$ cat config.mk
export PLATFORM = sky130hd
export DESIGN_NAME = button_conditioner
export DESIGN_NICKNAME = d
export VERILOG_FILES = /design/src/rtl/button_conditioner_pkg.sv /design/src/rtl/btn_debounce.sv /design/src/rtl/button_conditioner.sv
export SDC_FILE = /design/constraint.sdc
export NUM_CORES = 1
export LEC_CHECK = 0
export ABC_AREA = 1
export CORE_MARGIN = 5
export CORE_UTILIZATION = 25
export CTS_BUF_LIST = sky130_fd_sc_hd__clkbuf_8
export DETAILED_ROUTE_END_ITERATION = 7
export PLACE_DENSITY = 0.5
export RECOVER_POWER = 25
export SYNTH_ARGS = -nofsm -noshare
export SYNTH_HDL_FRONTEND = slang
export SYNTH_HIERARCHICAL = 1
export SYNTH_SLANG_ARGS = --single-unit
$ cat constraint.sdc
create_clock -name clkBoard -period 1.6 [get_ports clkBoard]
set_input_delay 0.24 -clock clkBoard [delete_from_list [all_inputs] [get_ports clkBoard]]
set_output_delay 0.24 -clock clkBoard [all_outputs]
set_load 0.02 [all_outputs]
$ cat src/rtl/button_conditioner_pkg.sv
// Shared definitions for the push-button front end: repeat-FSM encoding,
// channel indices and the board-clock timing defaults.
package button_conditioner_pkg;

  typedef enum logic [1:0] {
    RPT_IDLE   = 2'd0,
    RPT_DELAY  = 2'd1,
    RPT_REPEAT = 2'd2
  } rpt_state_e;

  // Default timing at the 4 MHz board clock.
  localparam int unsigned DEFAULT_DEBOUNCE_CYCLES = 40000;
  localparam int unsigned DEFAULT_REPEAT_DELAY    = 2000000;
  localparam int unsigned DEFAULT_REPEAT_PERIOD   = 1000000;

  // Auto-repeating channels.
  localparam int unsigned NUM_RPT  = 2;
  localparam int unsigned RPT_UP   = 0;
  localparam int unsigned RPT_DOWN = 1;

  function automatic int unsigned max_u(input int unsigned a, input int unsigned b);
    return (a > b) ? a : b;
  endfunction

endpackage

$ cat src/rtl/btn_debounce.sv
// One raw button: 2-FF synchroniser, persistence-count debouncer and
// rising-edge detect on the debounced level.
module btn_debounce
  import button_conditioner_pkg::*;
#(
  parameter int unsigned DEBOUNCE_CYCLES = DEFAULT_DEBOUNCE_CYCLES
) (
  input  logic clk,
  input  logic rst,
  input  logic raw,
  output logic level,
  output logic rise
);

  localparam int unsigned DCNT_W = $clog2(DEBOUNCE_CYCLES);
  localparam logic [DCNT_W-1:0] DCNT_LAST = DCNT_W'(DEBOUNCE_CYCLES - 1);

  logic              meta_q;
  logic              sync_q;
  logic              stable_q;
  logic              stable_d;
  logic              stable_prev_q;
  logic [DCNT_W-1:0] dcnt_q;
  logic [DCNT_W-1:0] dcnt_d;

  // NOTE: every variable gets a default at the top of always_comb so no
  // path leaves it unassigned, which would otherwise infer a latch.
  always_comb begin
    dcnt_d   = '0;
    stable_d = stable_q;
    if (sync_q != stable_q) begin
      if (dcnt_q == DCNT_LAST) begin
        stable_d = sync_q;
      end else begin
        dcnt_d = dcnt_q + DCNT_W'(1);
      end
    end
  end

  // NOTE: the synchroniser flops are reset too, so a button held through
  // reset re-enters as a fresh press rather than as a stale level.
  always_ff @(posedge clk) begin
    if (rst) begin
      meta_q        <= 1'b0;
      sync_q        <= 1'b0;
      stable_q      <= 1'b0;
      stable_prev_q <= 1'b0;
      dcnt_q        <= '0;
    end else begin
      meta_q        <= raw;
      sync_q        <= meta_q;
      stable_q      <= stable_d;
      stable_prev_q <= stable_q;
      dcnt_q        <= dcnt_d;
    end
  end

  assign level = stable_q;
  assign rise  = stable_q & ~stable_prev_q;

endmodule

$ cat src/rtl/button_conditioner.sv
// Set/up/down button front end: debounced levels, one-shot press pulses and
// auto-repeat on up/down, with up+down conflicts silenced.
module button_conditioner
  import button_conditioner_pkg::*;
#(
  parameter int unsigned DEBOUNCE_CYCLES = DEFAULT_DEBOUNCE_CYCLES,
  parameter int unsigned REPEAT_DELAY    = DEFAULT_REPEAT_DELAY,
  parameter int unsigned REPEAT_PERIOD   = DEFAULT_REPEAT_PERIOD
) (
  input  logic clkBoard,
  input  logic reset,
  input  logic set_raw,
  input  logic up_raw,
  input  logic down_raw,
  output logic set_pulse,
  output logic up_pulse,
  output logic down_pulse,
  output logic set_level,
  output logic up_level,
  output logic down_level
);

  localparam int unsigned RCNT_W = $clog2(max_u(REPEAT_DELAY, REPEAT_PERIOD));
  localparam logic [RCNT_W-1:0] DELAY_LAST  = RCNT_W'(REPEAT_DELAY - 1);
  localparam logic [RCNT_W-1:0] PERIOD_LAST = RCNT_W'(REPEAT_PERIOD - 1);

  logic               set_rise;
  logic [NUM_RPT-1:0] rpt_level;
  logic [NUM_RPT-1:0] rpt_rise;
  logic               conflict;

  rpt_state_e         rpt_state_q [NUM_RPT];
  logic [RCNT_W-1:0]  rcnt_q      [NUM_RPT];
  logic [NUM_RPT-1:0] rpt_pulse_q;
  logic               set_pulse_q;

  btn_debounce #(.DEBOUNCE_CYCLES(DEBOUNCE_CYCLES)) u_set (
    .clk   (clkBoard),
    .rst   (reset),
    .raw   (set_raw),
    .level (set_level),
    .rise  (set_rise)
  );

  btn_debounce #(.DEBOUNCE_CYCLES(DEBOUNCE_CYCLES)) u_up (
    .clk   (clkBoard),
    .rst   (reset),
    .raw   (up_raw),
    .level (rpt_level[RPT_UP]),
    .rise  (rpt_rise[RPT_UP])
  );

  btn_debounce #(.DEBOUNCE_CYCLES(DEBOUNCE_CYCLES)) u_down (
    .clk   (clkBoard),
    .rst   (reset),
    .raw   (down_raw),
    .level (rpt_level[RPT_DOWN]),
    .rise  (rpt_rise[RPT_DOWN])
  );

  // Both held: neither may scroll, and since the FSMs sit in IDLE the
  // survivor needs a fresh rising edge before it speaks again.
  assign conflict = &rpt_level;

  // NOTE: sequential state uses non-blocking assignments only, so every
  // register samples pre-edge values regardless of statement order.
  always_ff @(posedge clkBoard) begin
    if (reset) begin
      for (int ch = 0; ch < NUM_RPT; ch++) begin
        rpt_state_q[ch] <= RPT_IDLE;
        rcnt_q[ch]      <= '0;
      end
      rpt_pulse_q <= '0;
      set_pulse_q <= 1'b0;
    end else begin
      set_pulse_q <= set_rise;
      for (int ch = 0; ch < NUM_RPT; ch++) begin
        if (!rpt_level[ch] || conflict) begin
          rpt_state_q[ch] <= RPT_IDLE;
          rcnt_q[ch]      <= '0;
          rpt_pulse_q[ch] <= 1'b0;
        end else begin
          case (rpt_state_q[ch])
            RPT_IDLE: begin
              rcnt_q[ch]      <= '0;
              rpt_pulse_q[ch] <= rpt_rise[ch];
              if (rpt_rise[ch]) begin
                rpt_state_q[ch] <= RPT_DELAY;
              end
            end
            RPT_DELAY: begin
              if (rcnt_q[ch] == DELAY_LAST) begin
                rcnt_q[ch]      <= '0;
                rpt_pulse_q[ch] <= 1'b1;
                rpt_state_q[ch] <= RPT_REPEAT;
              end else begin
                rcnt_q[ch]      <= rcnt_q[ch] + RCNT_W'(1);
                rpt_pulse_q[ch] <= 1'b0;
              end
            end
            RPT_REPEAT: begin
              if (rcnt_q[ch] == PERIOD_LAST) begin
                rcnt_q[ch]      <= '0;
                rpt_pulse_q[ch] <= 1'b1;
              end else begin
                rcnt_q[ch]      <= rcnt_q[ch] + RCNT_W'(1);
                rpt_pulse_q[ch] <= 1'b0;
              end
            end
            default: begin
              rpt_state_q[ch] <= RPT_IDLE;
              rcnt_q[ch]      <= '0;
              rpt_pulse_q[ch] <= 1'b0;
            end
          endcase
        end
      end
    end
  end

  assign set_pulse  = set_pulse_q;
  assign up_pulse   = rpt_pulse_q[RPT_UP];
  assign down_pulse = rpt_pulse_q[RPT_DOWN];
  assign up_level   = rpt_level[RPT_UP];
  assign down_level = rpt_level[RPT_DOWN];

endmodule

== After elaboration in Yosys (flattened, before gate mapping) ==
Memory sizes are Yosys's and may differ from the RTL's.
Cells that the tools add are included.

* Flip-flop bits (word level): 63
* Memory bits (writable): 46
* Input bits: 5
* Logic and storage cells: 185
* Memories kept: 2

{| class="wikitable"
|+ Memories
! name !! words !! bits a word !! read ports !! clocked after memory_dff !! write ports !! RTL line !! source
|-
| rcnt_q || 2 || 21 || 2 || 0 || 2 || button_conditioner.sv:33 || <nowiki>logic [RCNT_W-1:0] rcnt_q [NUM_RPT];</nowiki>
|-
| rpt_state_q || 2 || 2 || 2 || 0 || 2 || button_conditioner.sv:32 || <nowiki>rpt_state_e rpt_state_q [NUM_RPT];</nowiki>
|}

* $add $sub $neg: 5
* Equal/unequal tests: 14
* Muxes and demuxes: 98
* Bitwise gates (word level): 31
* Reduce and logical (&&, ||, !) cells: 17

{| class="wikitable"
|+ Operator list
! cell !! number
|-
| $mux 21 || 14
|-
| $mux 1 || 74
|-
| $add 16x1->16 const B || 3
|-
| $eq 16x16->1 const B || 3
|-
| $add 21x1->21 const B || 2
|-
| $eq 21x20->1 const B || 2
|-
| $eq 21x21->1 const B || 2
|-
| $or 1x1->1 || 22
|-
| $mux 2 || 8
|-
| $reduce_or 3->1 || 5
|-
| $reduce_and 2->1 || 4
|-
| $not 1->1 || 6
|-
| $pmux 1 s3 || 2
|-
| $eq 2x1->1 const B || 2
|-
| $eq 2x2->1 const B || 2
|-
| $logic_not 2->1 || 2
|-
| $reduce_or 2->1 || 2
|-
| $and 1x1->1 || 3
|-
| $ne 1x1->1 || 3
|-
| $logic_not 1->1 || 2
|-
| $logic_or 1x1->1 || 2
|}

== Logic depth before layout (Yosys ltp) ==
Gate-level depths: netlist (run 1).

* Word-level depth: 12
* Mapped depth: 10
* Mapped depth without buffers: 10

== Modules after synthesis ==
The synthesis (run 1) kept the hierarchy.

{| class="wikitable"
|+ By module, submodules not included
! module !! instances !! cells each !! area each (sq um) !! seq. area each (sq um)
|-
| btn_debounce || 3 || 138 || 1,029.7 || 400.4
|-
| button_conditioner || 1 || 381 || 3,079.2 || 1,441.4
|}

== Worst setup path before layout (run 1) ==
OpenSTA, ideal clock, no wires.

* Kind: register -> register
* Start: mem rcnt_q[1][0] (netlist name)
* End: mem rcnt_q[1][10] (netlist name) (data pin)
* Setup time: 0.256 ns
* Data arrival time: 1.442 ns
* Slack: -0.097 ns
* Stages on the path, launching flop included: 10
* Period minus slack after synthesis: 1.697 ns
* Path through: edfxtp_1 > ha_1 > inv_1 > nor3_4 > nand3_1 > nand2_2 > nand2_4 > nand2_8 > buf_8 > nor2_1

{| class="wikitable"
|+ RTL lines
! element !! RTL line
|-
| start, declared || button_conditioner.sv:33
|}

==> results of run 1 <==
registers in the layout, indices dropped and copies added (netlist names), 2 cells and up:
name,count
u_set/dcnt_q,16
rcnt_q,42
rpt_state_q,4
u_down/dcnt_q,16
u_up/dcnt_q,16
rpt_pulse_q,2
cell usage in the layout, fill, tap and decap left out, types with 6 or more instances in the layout:
cell      count
inv_1       106
xor2_1       30
nand2_1     154
xnor2_1      24
nand2_2      19
nand3_2      12
nor2_1      127
nand4_1      22
nor2_2       58
clkbuf_8      9
a21oi_1      12
conb_1       42
nand2_4       6
dfxtp_1      62
nor2_4       18
nand3_1      49
buf_4        66
edfxtp_1     46
cells in the mapped netlist (all sizes together):
| master | n |
|---|---|
| nor2 | 203 |
| nand2 | 181 |
| inv | 113 |
| nand3 | 66 |
| dfxtp | 63 |
| edfxtp | 46 |
| xor2 | 30 |
| xnor2 | 24 |
| nand4 | 22 |
| a21oi | 12 |
| nor3 | 11 |
| buf | 7 |
| o21ai | 6 |
| ha | 5 |
| a21o | 1 |
| conb | 1 |
| nand3b | 1 |
| nor4 | 1 |
| o2111ai | 1 |
| o21bai | 1 |
cell type report:
| cell class | count | area share, % |
|---|---|---|
| multi-input cells | 610 | 44.1 |
| flip-flops and latches | 109 | 33.7 |
| repair buffers | 85 | 9.10 |
| inverters | 113 | 5.54 |
| well taps | 324 | 5.16 |
| clock buffers | 9 | 1.58 |
| clock inverters | 7 | 0.829 |
metrics by stage:
stage          setup slack, ps  cells
3_5_place_dp             -86.7   1224
5_1_grt                   -179   1257
6_report                 -92.4   1257
4_1_cts                  -82.7   1246
2_1_floorplan            -20.5    836
3_3_place_gp              -111   1224
metal layers:
layer,track usage [%],vias to the layer above,routed length [microns]
met5,0,-,0
li1,-,2716,-
met4,3.24,0,184
met3,1.99,13,402
met2,15.2,32,5860
met1,12.5,2271,6520
kinds of logic (layout without fill, tap and decap cells):
logic type,after synthesis,after routing
AND/OR/NAND/NOR,485,488
buffers and inverters,120,214
flip-flops,109,109
XOR/XNOR,54,54
AO/OA/AOI/OAI,21,21
adder cells (fa/ha/maj),5,5
other,1,42
worst max-delay path by stage:
stage / startpoint / depth (start not counted) / end
2_1_floorplan: rcnt_q[0][0] / 9 / rcnt_q[0][0]
3_3_place_gp: reset / 9 / rcnt_q[0][4]
4_1_cts: rcnt_q[0][1] / 9 / rcnt_q[0][20]
6_report: rcnt_q[0][10] / 9 / rcnt_q[0][12]
3_5_place_dp: reset / 9 / rcnt_q[0][20]
5_1_grt: rcnt_q[0][0] / 9 / rcnt_q[0][20]
repair_timing:
| action | 4_1_cts | 5_1_grt |
|---|---|---|
| cloned | 2 | 4 |
| endpoints found under the setup margin | 49 | 50 |
| pin swaps | 3 | 17 |
| buffers inserted | 4 | 8 |
| resized for setup | 19 | 51 |
power by group through the flow:
stage | logic [W] | clock network [W] | registers, W
CTS | 0.000333 | 0.00180 | 0.00302
global placement | 0.000327 | 0 | 0.00308
floorplan | 0.000185 | 0 | 0.00308
detailed placement | 0.000324 | 0 | 0.00308
global route | 0.000398 | 0.00192 | 0.00303
finish | 0.000354 | 0.00170 | 0.00302
critical path: stages, from the launching register on:
cell       delay [ps]
edfxtp_1          500
nor2_1            130
nand3_1            70
nor2_1            210
nand3_2           130
nand2_2            90
nand2_4            60
clkinv_4           80
clkbuf_16         150
nor2_1             40
==> results, run 1 <==
- The flow ran to the end, but the final reports show violations.
- The final reports fail on negative setup slack.
- Summing all non-filler instances in the final layout gives an area of just under 8000 sq um.
- The half-perimeter wire length of the detailed placement result is 9330 microns.
- Combinational cells account for 7.0% of the total power.
- For this run, the post-layout net count is 938.
- The part of the power in the clock network is 33.5%.
- The number of fillers in the final layout is 2,612.
- The final worst hold slack is 346 ps.
- The worst-case register-to-register setup slack is -90 ps.
- Measured along the x axis, the die boundary spans 167 microns.
- Summed over all nets, the switching power comes to around 0.0014 W.
- The max-slew headroom at the worst pin is 59.5%.
- The first global-routing pass estimated 22,100 microns of wire.
- The aggregate global routing overflow is 0.
- The complex-gate fraction of the synthesized area is under 10%.
- The number of sinks on the clock net is approximately 110.
- In this run the power density over the cells is approximately 650 nW/um^2.
- STA classifies the critical path startpoint as a register.
- The per-cell via count in the routed design is 4.00.
- In this run the worst path has a maximum fanout of 5.
- IR analysis of the VDD net gives a maximum drop of ~0.36 mV.
- Entering global routing, the biggest net connects 21 pins.
- Setup repair after global routing could not meet its margin everywhere.
- The share of synthesized area spent on multiplexers is 0%.
- The endpoint identified for the worst register-to-register timing path is rcnt_q[0][12].
- The area taken by flip-flops and latches is 2640 sq um.
- Pin placement for this block handled 11 I/O pins.
- The floorplan has 57 rows.
- The critical path in this run is classified as reg2reg.
- The clock tree synthesis step divided the H-tree into 3 levels.
- Clock tree synthesis inserted a total of 9 buffers.
- In this run the static leakage power is 3.00 nW.
- The switching share of power is 26.6%.
- The number of DRC markers after the initial detailed-route iteration is 207.
- The hold violation total from the final report is 0.
- The latest clock arrival within the worst-skew pair is 400 ps.
- The synthesized area divided by synthesized cell count is 7.76 sq um.
- The netlist area before placement is 6170 sq um.
- The path category of the worst min-delay check is in2reg.
- The element type at the critical path end is a register.
- Per report_power, the sequential group accounts for 59.5% of the total.
- In the final routed layout, each cell accounts on average for 10.3 microns.
- The slack of the critical path is -92.4 ps.
- The final period utilization is 106%.
- The main combinational cell family by area after synthesis is simple AND/OR/NAND/NOR gates.
- The synthesized netlist devotes 7.67% of its cell area to XOR and XNOR gates.
- The number of max-slew violations in the final report was 0.
- At the end of routability-driven placement, the weighted congestion stood at around 0.82.
- The count of nets left with antenna violations once routing finished came out at 0.
- Of all cell types, the one taking the most synthesized area is edfxtp_1.
- The all-layer global routing usage is 9.42%.
- The internal power component is 0.00372 W.
- The number of antenna violations at the first check in global routing is 0.
- The worst hold path begins at up_raw.
- The final layout contains routed wiring with a total length of 13,000 microns.
- Synthesis handed over a netlist of between 700 and 800 instances.
- Setup violations remaining at the end of the flow were counted as 39.
- No sink is reached through more buffers than the 2 on the longest clock path.
- The area of the die is around 28,000 sq um.
- Sorting the synthesized cells by area gives the leading types as edfxtp_1 22%, dfxtp_1 20%, nand2_1 9.9%, nor2_1 8.8%, inv_1 6.8%.
- The worst register-to-register path begins at rcnt_q[0][10].
- The synthesized-area fraction occupied by and/or/nand/nor cells is around two fifths.
- The area inside the core boundary is 24,300 sq um.
- The pin slew with the least headroom to its limit is 607 ps.
- The clock tree root driver cell is clkbuf_8.
- The die height is 167 microns.
- The number of antenna diodes in the final layout is 0.
- The clock transition at the registers of the reported paths is 110 ps.
- The area growth from synthesis to layout is 27.3%.
- In this run, post-CTS hold repair placed 0 buffers.
- The sequential element share of the synthesized area is 42.8%.
- The number of storage elements in the synthesis netlist is 109.
- The via count of the first global-routing pass is 4,849.
- Overall power consumption after layout is estimated at just over 0.005 W.
- The worst hold path was traced through 3 stages.
- The via count of the routed design is 5,032.
- The adder and majority cell fraction of the synthesized area is 1.01%.
- The DRC violation count after routing is 0.
- For this run, the share of the core covered by cells in the final layout is 32.3%.
- TritonCTS built the clock tree.
- The share of synthesized area in the top cell type comes to 22.4%.
- During synthesis, Yosys emitted a total of 6 warnings.
- The length of the first detailed-routing pass in iterations is 5.
- The worst hold path terminates at u_up/meta_q.
- Data on the critical path is required at its endpoint by 1770 ps.
- The placed instance area is 7250 sq um.
- On the final layout, the worst clock skew is roughly 17 ps.
- Based on the critical path, the design can be clocked at up to 0.591 GHz.
- The effective utilization at floorplan is 25.4%.
- The tool flagged a number of max-cap violations equal to 0.
- In this run, distinct cell masters in the synthesized netlist total 34.
- The length in cells of the worst reg-to-reg path is 9.
- After routing, the total negative slack on setup checks comes to -1840 ps.
- The smallest clock period supported by the final layout is computed as 1690 ps.
- The arrival time of the worst setup path is 1860 ps.
- The fraction of final layout cells with drive strength greater than 1 is 24.5%.
- Port buffering added 10 buffers.
- The area of the multi-input gates is about 3500 sq um.
Power figures use the tool's default switching activity.
==> run 2, diff against run 1 <==
--- a/config.mk
+++ b/config.mk
@@ -6,7 +6,6 @@
 export NUM_CORES = 1
 export LEC_CHECK = 0
 export ABC_AREA = 1
-export CORE_MARGIN = 5
 export CORE_UTILIZATION = 25
 export CTS_BUF_LIST = sky130_fd_sc_hd__clkbuf_8
 export DETAILED_ROUTE_END_ITERATION = 7
==> run 2 against run 1 <==
  * Largest power group unchanged
  * Hold slack improved by 44 ps
  * Final area is 0.81% lower
  * The run ends with design-rule violations, negative setup slack left
  * Count of clock-buffer cells in the layout is the same
  * Maximum frequency up 1.6%
  * Flip-flop and latch count did not move
  * Routed wire length shrank 3.8%
  * Critical path depth is 1 lower
  * Non-clock buffer count is 6 lower
  * Sequential share of layout area grew 0.26 points
==> results, run 2 (same netlist as run 1, synthesis figures left out) <==
- The chip width is 159 microns (was 167 microns).
- The number of cells on the worst hold path is 3 (unchanged).
- The antenna diode instance count is 0 (unchanged).
- The combinational cell fraction of total power is 7.0% (about the same).
- The clock tree root driver cell is clkbuf_8 (unchanged).
- The number of placement rows was 57 (unchanged).
- The destination of the worst hold path is u_down/meta_q (was u_up/meta_q).
- The sequential power share was 59.0% (was 59.5%).
- The number of I/O port buffers is 10 (unchanged).
- The total power is 0.00511 W (was 0.00507 W).
- The count of boundary I/O pins was 11 (unchanged).
- The buffering stage count on the worst path with inverters included is 1 (was 2).
- The per-cell via count in the routed design is 3.98 (was 4.00).
- The via count of the routed design is 4,973 (was 5,032).
- The half-perimeter wire length of the detailed placement result was 9010 microns (was 9330 microns).
- The achievable frequency is 0.600 GHz (was 0.591 GHz).
- The hold violation total from the final report is 0 (unchanged).
- The latest clock arrival within the worst-skew pair is 380 ps (was 400 ps).
- The maximum number of buffers from clock root to sink was 2 (unchanged).
- The H-tree level count came to 3 (unchanged).
- The number of max-slew violations in the final report was 0 (unchanged).
- The length in cells of the worst reg-to-reg path is 8 (was 9).
- Outcome: complete, but fails checks (unchanged).
- The number of flip-flops under the largest register name is 42 (unchanged).
- The number of antenna violations at the first check in global routing is 0 (unchanged).
- The clock transition at the registers of the reported paths is 110 ps (about the same).
- Chain of cells forming the critical path: ha_4, inv_2, nor3_4, nand3_2, nand2_2, nand2_8, nand2_4, nor2_1 (was nor2_1, nand3_1, nor2_1, nand3_2, nand2_2, nand2_4, clkinv_4, clkbuf_16, nor2_1).
- The area inside the core boundary is 24,200 sq um (was 24,300 sq um).
- The TritonCTS clock tree was yes (unchanged).
- The aggregate global routing overflow is 0 (unchanged).
- The register bank with the most flops was rcnt_q (unchanged).
- The layout-stage area growth over the synthesis result came to 26.3% (was 27.3%).
- The reported leakage power is 3.00 nW (about the same).
- The stage delay of the slowest cell on the critical path is 430 ps (was 500 ps).
- RSZ-0062 raised after global routing: true (unchanged).
- The effective utilization at floorplan is 25.4% (about the same).
- The number of non-filler instances in the completed layout is 1,251 (was 1,257).
- The final critical delay including setup and external delays came to 1670 ps (was 1690 ps).
- The startpoint class of the critical path is a register (unchanged).
- Violated checks: design-rule violations, negative setup slack (was negative setup slack).
- The CTS buffer count is 9 (unchanged).
- The number of sinks on the clock net is 109 (unchanged).
- The final count of negative-setup-slack endpoints is 41 (was 39).
- The via count of the first global-routing pass was 4,743 (was 4,849).
- The reg-to-reg critical path startpoint is rcnt_q[1][1] (was rcnt_q[0][10]).
- The total routed wirelength came to 12,500 microns (was 13,000 microns).
- The number of max-capacitance violations reported is 0 (unchanged).
- The area of the die is 25,300 sq um (was 27,900 sq um).
- The maximum number of pins on one net before global-route repair is 20 (was 21).
- The layout net count is 932 (was 938).
- The setup skew after layout is 14.3 ps (was 17.1 ps).
- The fraction of final layout cells with drive strength greater than 1 came to 24.7% (was 24.5%).
- The cell area power density is 657 nW/um^2 (was 646 nW/um^2).
- The critical register-to-register path endpoint was rcnt_q[1][4] (was rcnt_q[0][12]).
- The number of routed nets with antenna violations is 0 (unchanged).
- The path category of the worst min-delay check is in2reg (unchanged).
- The final worst hold slack is 391 ps (was 346 ps).
- The die height is 159 microns (was 167 microns).
- The global placement routability congestion is 0.777 (was 0.818).
- The final period utilization is 104% (was 106%).
- The global-route wire length before repair is 21,300 microns (was 22,100 microns).
- The number of placed instances with taps included is 1,216 (was 1,224).
- The DRC violation count after routing was 1 (was 0).
- The path type of the worst setup path is reg2reg (unchanged).
- The worst path required time is 1740 ps (was 1770 ps).
- The start point of the worst hold path is down_raw (was up_raw).
- The internal power component is 0.00384 W (was 0.00372 W).
- The length of the first detailed-routing pass in iterations is 6 (was 5).
- The slack of the critical path came to -65.6 ps (was -92.4 ps).
- The switching share of power is 24.8% (was 26.6%).
- The dominant delay contributor by cell family on the critical path is simple AND/OR/NAND/NOR gates (unchanged).
- The element type at the critical path end is a register (unchanged).
- The routed length per placed instance is 9.98 microns (was 10.3 microns).
- The maximum VDD drop is 0.382 mV (was 0.363 mV).
- The core occupancy in the finished layout was 32.1% (was 32.3%).
- The arrival time of the worst setup path is 1810 ps (was 1860 ps).
- The master of the slowest instance on the critical path is edfxtp_1 (unchanged).
- The worst-case register-to-register setup slack is -70 ps (was -90 ps).
- The number of DRC markers after the initial detailed-route iteration was 213 (was 207).
- The power spent charging and discharging nets is 0.00127 W (was 0.00135 W).
- The all-layer global routing usage is 10.2% (was 9.42%).
- The commonest non-fill, non-tap cell in the layout is nand2_1 (unchanged).
- The largest driver fanout on the critical path came to 6 (was 5).
- The part of the power in the clock network is 34.0% (was 33.5%).
- Leading cell types in the layout, fill and taps excluded: 155 x nand2_1, 119 x nor2_1, 106 x inv_1, 65 x nor2_2, 63 x dfxtp_1 (was 154 x nand2_1, 127 x nor2_1, 106 x inv_1, 66 x buf_4, 62 x dfxtp_1).
run 2: cell count changes in the layout (fill, tap and decap cells not counted), moves of 2 or more:
cell	change
nor2_2	+7
nand3_1	+3
inv_2	+2
inv_8	-3
inv_6	+2
buf_4	-5
nand3_2	-2
clkinv_4	-3
nand2_2	+2
nand2_4	-2
nor2_1	-8
run 2: area by class of cell:
class                      count  area, sq um
clock inverter                 7         71.3
timing repair buffer          79          661
clock buffer                   9          124
multi-input combinational    610         3450
fill                        2638        16500
inverter                     113          430
tap                          324          405
sequential                   109         2640
run 2: how the worst max path moves through the flow:
stage / start / end / slack (ps) / depth (start not counted)
after detailed placement: reset / rcnt_q[0][11] / -110 / 9
after CTS: rcnt_q[0][1] / rcnt_q[0][8] / -50 / 9
after global routing: rcnt_q[0][12] / rcnt_q[0][10] / -170 / 9
after floorplan: rcnt_q[0][0] / rcnt_q[0][0] / -20 / 9
after global placement: reset / rcnt_q[0][11] / -100 / 9
final: rcnt_q[1][1] / rcnt_q[1][4] / -70 / 8
run 2: worst reg2reg max path: stages (launching register included):
cell	delay (ps)
edfxtp_1	430
ha_4	180
inv_2	60
nor3_4	200
nand3_2	110
nand2_2	120
nand2_8	120
nand2_4	130
nor2_1	50
run 2: layer usage:
metal | vias up | part of all wire, % | global-route usage, %
li1 | 2705 | - | -
met1 | 2222 | 50 | 13.5
met2 | 40 | 46 | 16.7
met3 | 6 | 2.5 | 2.55
met4 | 0 | 0.97 | 2.36
met5 | - | 0 | 0
run 2: through the flow:
step	TNS (ps)	setup slack [ps]	area, sq um
CTS	-658	-49.7	7470
detailed placement	-2690	-113	7190
floorplan	-318	-20.5	6380
global route	-5710	-170	7790
finish	-1180	-65.6	7790
global placement	-2110	-100	7190
run 2: what timing repair did:
action | 4_1_cts | 5_1_grt
endpoints found under the setup margin | 46 | 48
gates cloned | 0 | 4
resized for setup | 22 | 55
endpoints found under the hold margin | 0 | 0
pin swaps | 9 | 16
hold buffers | 0 | 0
buffers inserted | 3 | 14
run 2: power groups by stage:
stage                     Sequential (W)  Combinational [W]  Clock [W]
after floorplan                  0.00308           0.000185          0
after global placement           0.00308           0.000309          0
after detailed placement         0.00308           0.000307          0
after CTS                        0.00302           0.000321    0.00186
after global routing             0.00303           0.000406    0.00194
final                            0.00302           0.000358    0.00174
==> run 3, diff against run 2 <==
--- a/config.mk
+++ b/config.mk
@@ -6,10 +6,11 @@
 export NUM_CORES = 1
 export LEC_CHECK = 0
 export ABC_AREA = 1
-export CORE_UTILIZATION = 25
+export CORE_UTILIZATION = 59
 export CTS_BUF_LIST = sky130_fd_sc_hd__clkbuf_8
+export CTS_CLUSTER_SIZE = 8
 export DETAILED_ROUTE_END_ITERATION = 7
-export PLACE_DENSITY = 0.5
+export PLACE_DENSITY = 0.89
 export RECOVER_POWER = 25
 export SYNTH_ARGS = -nofsm -noshare
 export SYNTH_HDL_FRONTEND = slang
==> run 3 against run 2 <==
  * The flow finishes with violations (negative setup slack)
  * First-iteration DRC count rose by 22%
  * Final area fell by 3.7%
  * Global-route usage rose by 14 points
  * Critical path depth did not move
  * Largest cell class unchanged
  * Count of clock-buffer cells in the layout rose by 1
==> results, run 3 (same netlist as run 1, synthesis figures left out) <==
- The placed instance area is 6850 sq um (was 7190 sq um).
- The met3 wire length is 784 microns (was 317 microns).
- The maximum number of pins on one net before global-route repair came to 18 (was 20).
- The fraction of final layout cells with drive strength greater than 1 was 24.4% (was 24.7%).
- The routed length per placed instance is 14.0 microns (was 9.98 microns).
- The total routed wirelength is 14,800 microns (was 12,500 microns).
- The number of sinks on the clock net is 109 (unchanged).
- The DRC violation count after routing came to 0 (was 1).
- The startpoint class of the critical path is a register (unchanged).
- The arrival time of the worst setup path came to 1910 ps (was 1810 ps).
- The worst setup timing slack at the placement stage is -157 ps (was -113 ps).
- The antenna diode instance count is 0 (unchanged).
- The path category of the worst min-delay check was in2reg (unchanged).
- The final cell area excluding filler cells came to 7500 sq um (was 7790 sq um).
- The met2 wirelength from detailed routing is 7390 microns (was 5750 microns).
- The clock transition at the registers of the reported paths is 110 ps (about the same).
- The register bank with the most flops is rcnt_q (unchanged).
- The total power is 0.00498 W (was 0.00511 W).
- The latest clock arrival within the worst-skew pair is 370 ps (was 380 ps).
- The final count of negative-setup-slack endpoints is 46 (was 41).
- The maximum number of buffers from clock root to sink came to 2 (unchanged).
- The aggregate global routing overflow is 0 (unchanged).
- The slack of the critical path is -186 ps (was -65.6 ps).
- The number of antenna violations at the first check in global routing is 0 (unchanged).
- The number of I/O port buffers came to 10 (unchanged).
- The final-layout setup total negative slack is -5740 ps (was -1180 ps).
- Leading cell types in the layout, fill and taps excluded: 153 x nand2_1, 117 x nor2_1, 106 x inv_1, 66 x nor2_2, 63 x dfxtp_1 (was 155 x nand2_1, 119 x nor2_1, 106 x inv_1, 65 x nor2_2, 63 x dfxtp_1).
- The element type at the critical path end is a register (unchanged).
- The number of max-slew violations in the final report is 0 (unchanged).
- The all-layer global routing usage came to 24.6% (was 10.2%).
- The largest driver fanout on the critical path was 6 (unchanged).
- The met1 wire length was 5990 microns (was 6290 microns).
- The via count of the first global-routing pass is 5,027 (was 4,743).
- The per-cell via count in the routed design came to 5.25 (was 3.98).
- The worst path required time is 1720 ps (was 1740 ps).
- The path type of the worst setup path is reg2reg (unchanged).
- The number of placement rows is 36 (was 57).
- The final worst hold slack is 375 ps (was 391 ps).
- The reported leakage power is 2.91 nW (was 3.00 nW).
- The achievable frequency is 0.560 GHz (was 0.600 GHz).
- The TritonCTS clock tree is yes (unchanged).
- The chip width is 104 microns (was 159 microns).
- The number of flip-flops under the largest register name is 42 (unchanged).
- The final period utilization came to 112% (was 104%).
- The length of the first detailed-routing pass in iterations is 5 (was 6).
- The count of boundary I/O pins is 11 (unchanged).
- RSZ-0062 raised after global routing: true (unchanged).
- The layout net count is 926 (was 932).
- The commonest non-fill, non-tap cell in the layout is nand2_1 (unchanged).
- The H-tree level count is 3 (unchanged).
- The top layer used by detailed routing is met4 (unchanged).
- The area of the die is 10,900 sq um (was 25,300 sq um).
- The global-route wire length before repair is 21,700 microns (was 21,300 microns).
- The CTS buffer count is 9 (unchanged).
- Outcome: complete, but fails checks (unchanged).
- The area inside the core boundary was 9950 sq um (was 24,200 sq um).
- The cell area power density came to 664 nW/um^2 (was 657 nW/um^2).
- The layout-stage area growth over the synthesis result was 21.6% (was 26.3%).
- Violated checks: negative setup slack (was design-rule violations, negative setup slack).
- The maximum VDD drop is 0.537 mV (was 0.382 mV).
- The final critical delay including setup and external delays was 1790 ps (was 1670 ps).
- The hold violation total from the final report is 0 (unchanged).
- The setup skew after layout is 10.3 ps (was 14.3 ps).
- The number of max-capacitance violations reported is 0 (unchanged).
- The via count of the routed design came to 5,536 (was 4,973).
- The hold buffer count at cts was 0 (unchanged).
- The number of routed nets with antenna violations is 0 (unchanged).
- The effective utilization at floorplan is 62.0% (was 25.4%).
- The number of DRC markers after the initial detailed-route iteration is 259 (was 213).
- The half-perimeter wire length of the detailed placement result is 8660 microns (was 9010 microns).
- The global placement routability congestion came to 0.925 (was 0.777).
- The clock tree root driver cell is clkbuf_8 (unchanged).
- The die height came to 104 microns (was 159 microns).
-- run 3: cell count changes in the layout (fill, tap and decap cells not counted), sizes merged --
cell	previous run	this run
buf	67	62
inv	117	112
clkinvlp	1	4
clkdlybuf4s50	4	6
clkinv	1	3
bufinv	1	0
clkbuf	12	11
dlygate4sd2	4	3
-- run 3: worst paths after layout --
kind / to / slack [ps] / from / depth (start not counted)
worst max-delay path: rcnt_q[1][6] / -190 / rcnt_q[1][10] / 8
worst min-delay path: u_set/meta_q / 380 / set_raw / 3
worst max register to register: rcnt_q[1][6] / -190 / rcnt_q[1][10] / 8
worst min register to register: u_down/sync_q / 410 / u_down/meta_q / 2
-- run 3: timing repair --
item | CTS | global route
setup endpoints to repair | 45 | 45
pin swaps | 8 | 13
resized for setup | 25 | 50
buffers inserted | 11 | 14
cloned | 2 | 1
-- run 3: worst max-delay path, cell delays in order, from the launching register on --
cell and delay [ps]:
edfxtp_1 510, nor2_1 240, nand2_1 110, nor2_1 120
nand3_2 140, nand2_4 110, nand2_8 120, nand2_8 140
nor2_4 40
-- run 3: cell type report --
type	count	area (sq um)
fill	651	2450
clock buffer	10	138
timing repair buffer	73	607
multi-input combinational	610	3480
sequential	109	2640
inverter	113	430
clock inverter	6	38.8
tap	133	166
-- run 3: through the flow --
stage	util, %	cells
after global routing	75.4	1054
after detailed placement	68.8	1010
after CTS	72.7	1039
after global placement	68.8	1010
final	75.4	1054
after floorplan	-	836
-- run 3: power breakdown --
| group | leakage (nW) | internal [W] | switching (W) |
|---|---|---|---|
| logic | 1.88 | 0.000153 | 0.000232 |
| registers | 0.957 | 0.00295 | 0.0000709 |
| clock network | 0.0796 | 0.000602 | 0.000967 |
-- run 3: layer usage --
metal  vias to the layer above  track usage [%]
met4                         0             10.6
met3                        70             3.20
met1                      2556             31.1
li1                       2697                -
met2                       213             42.1
met5                         -                0
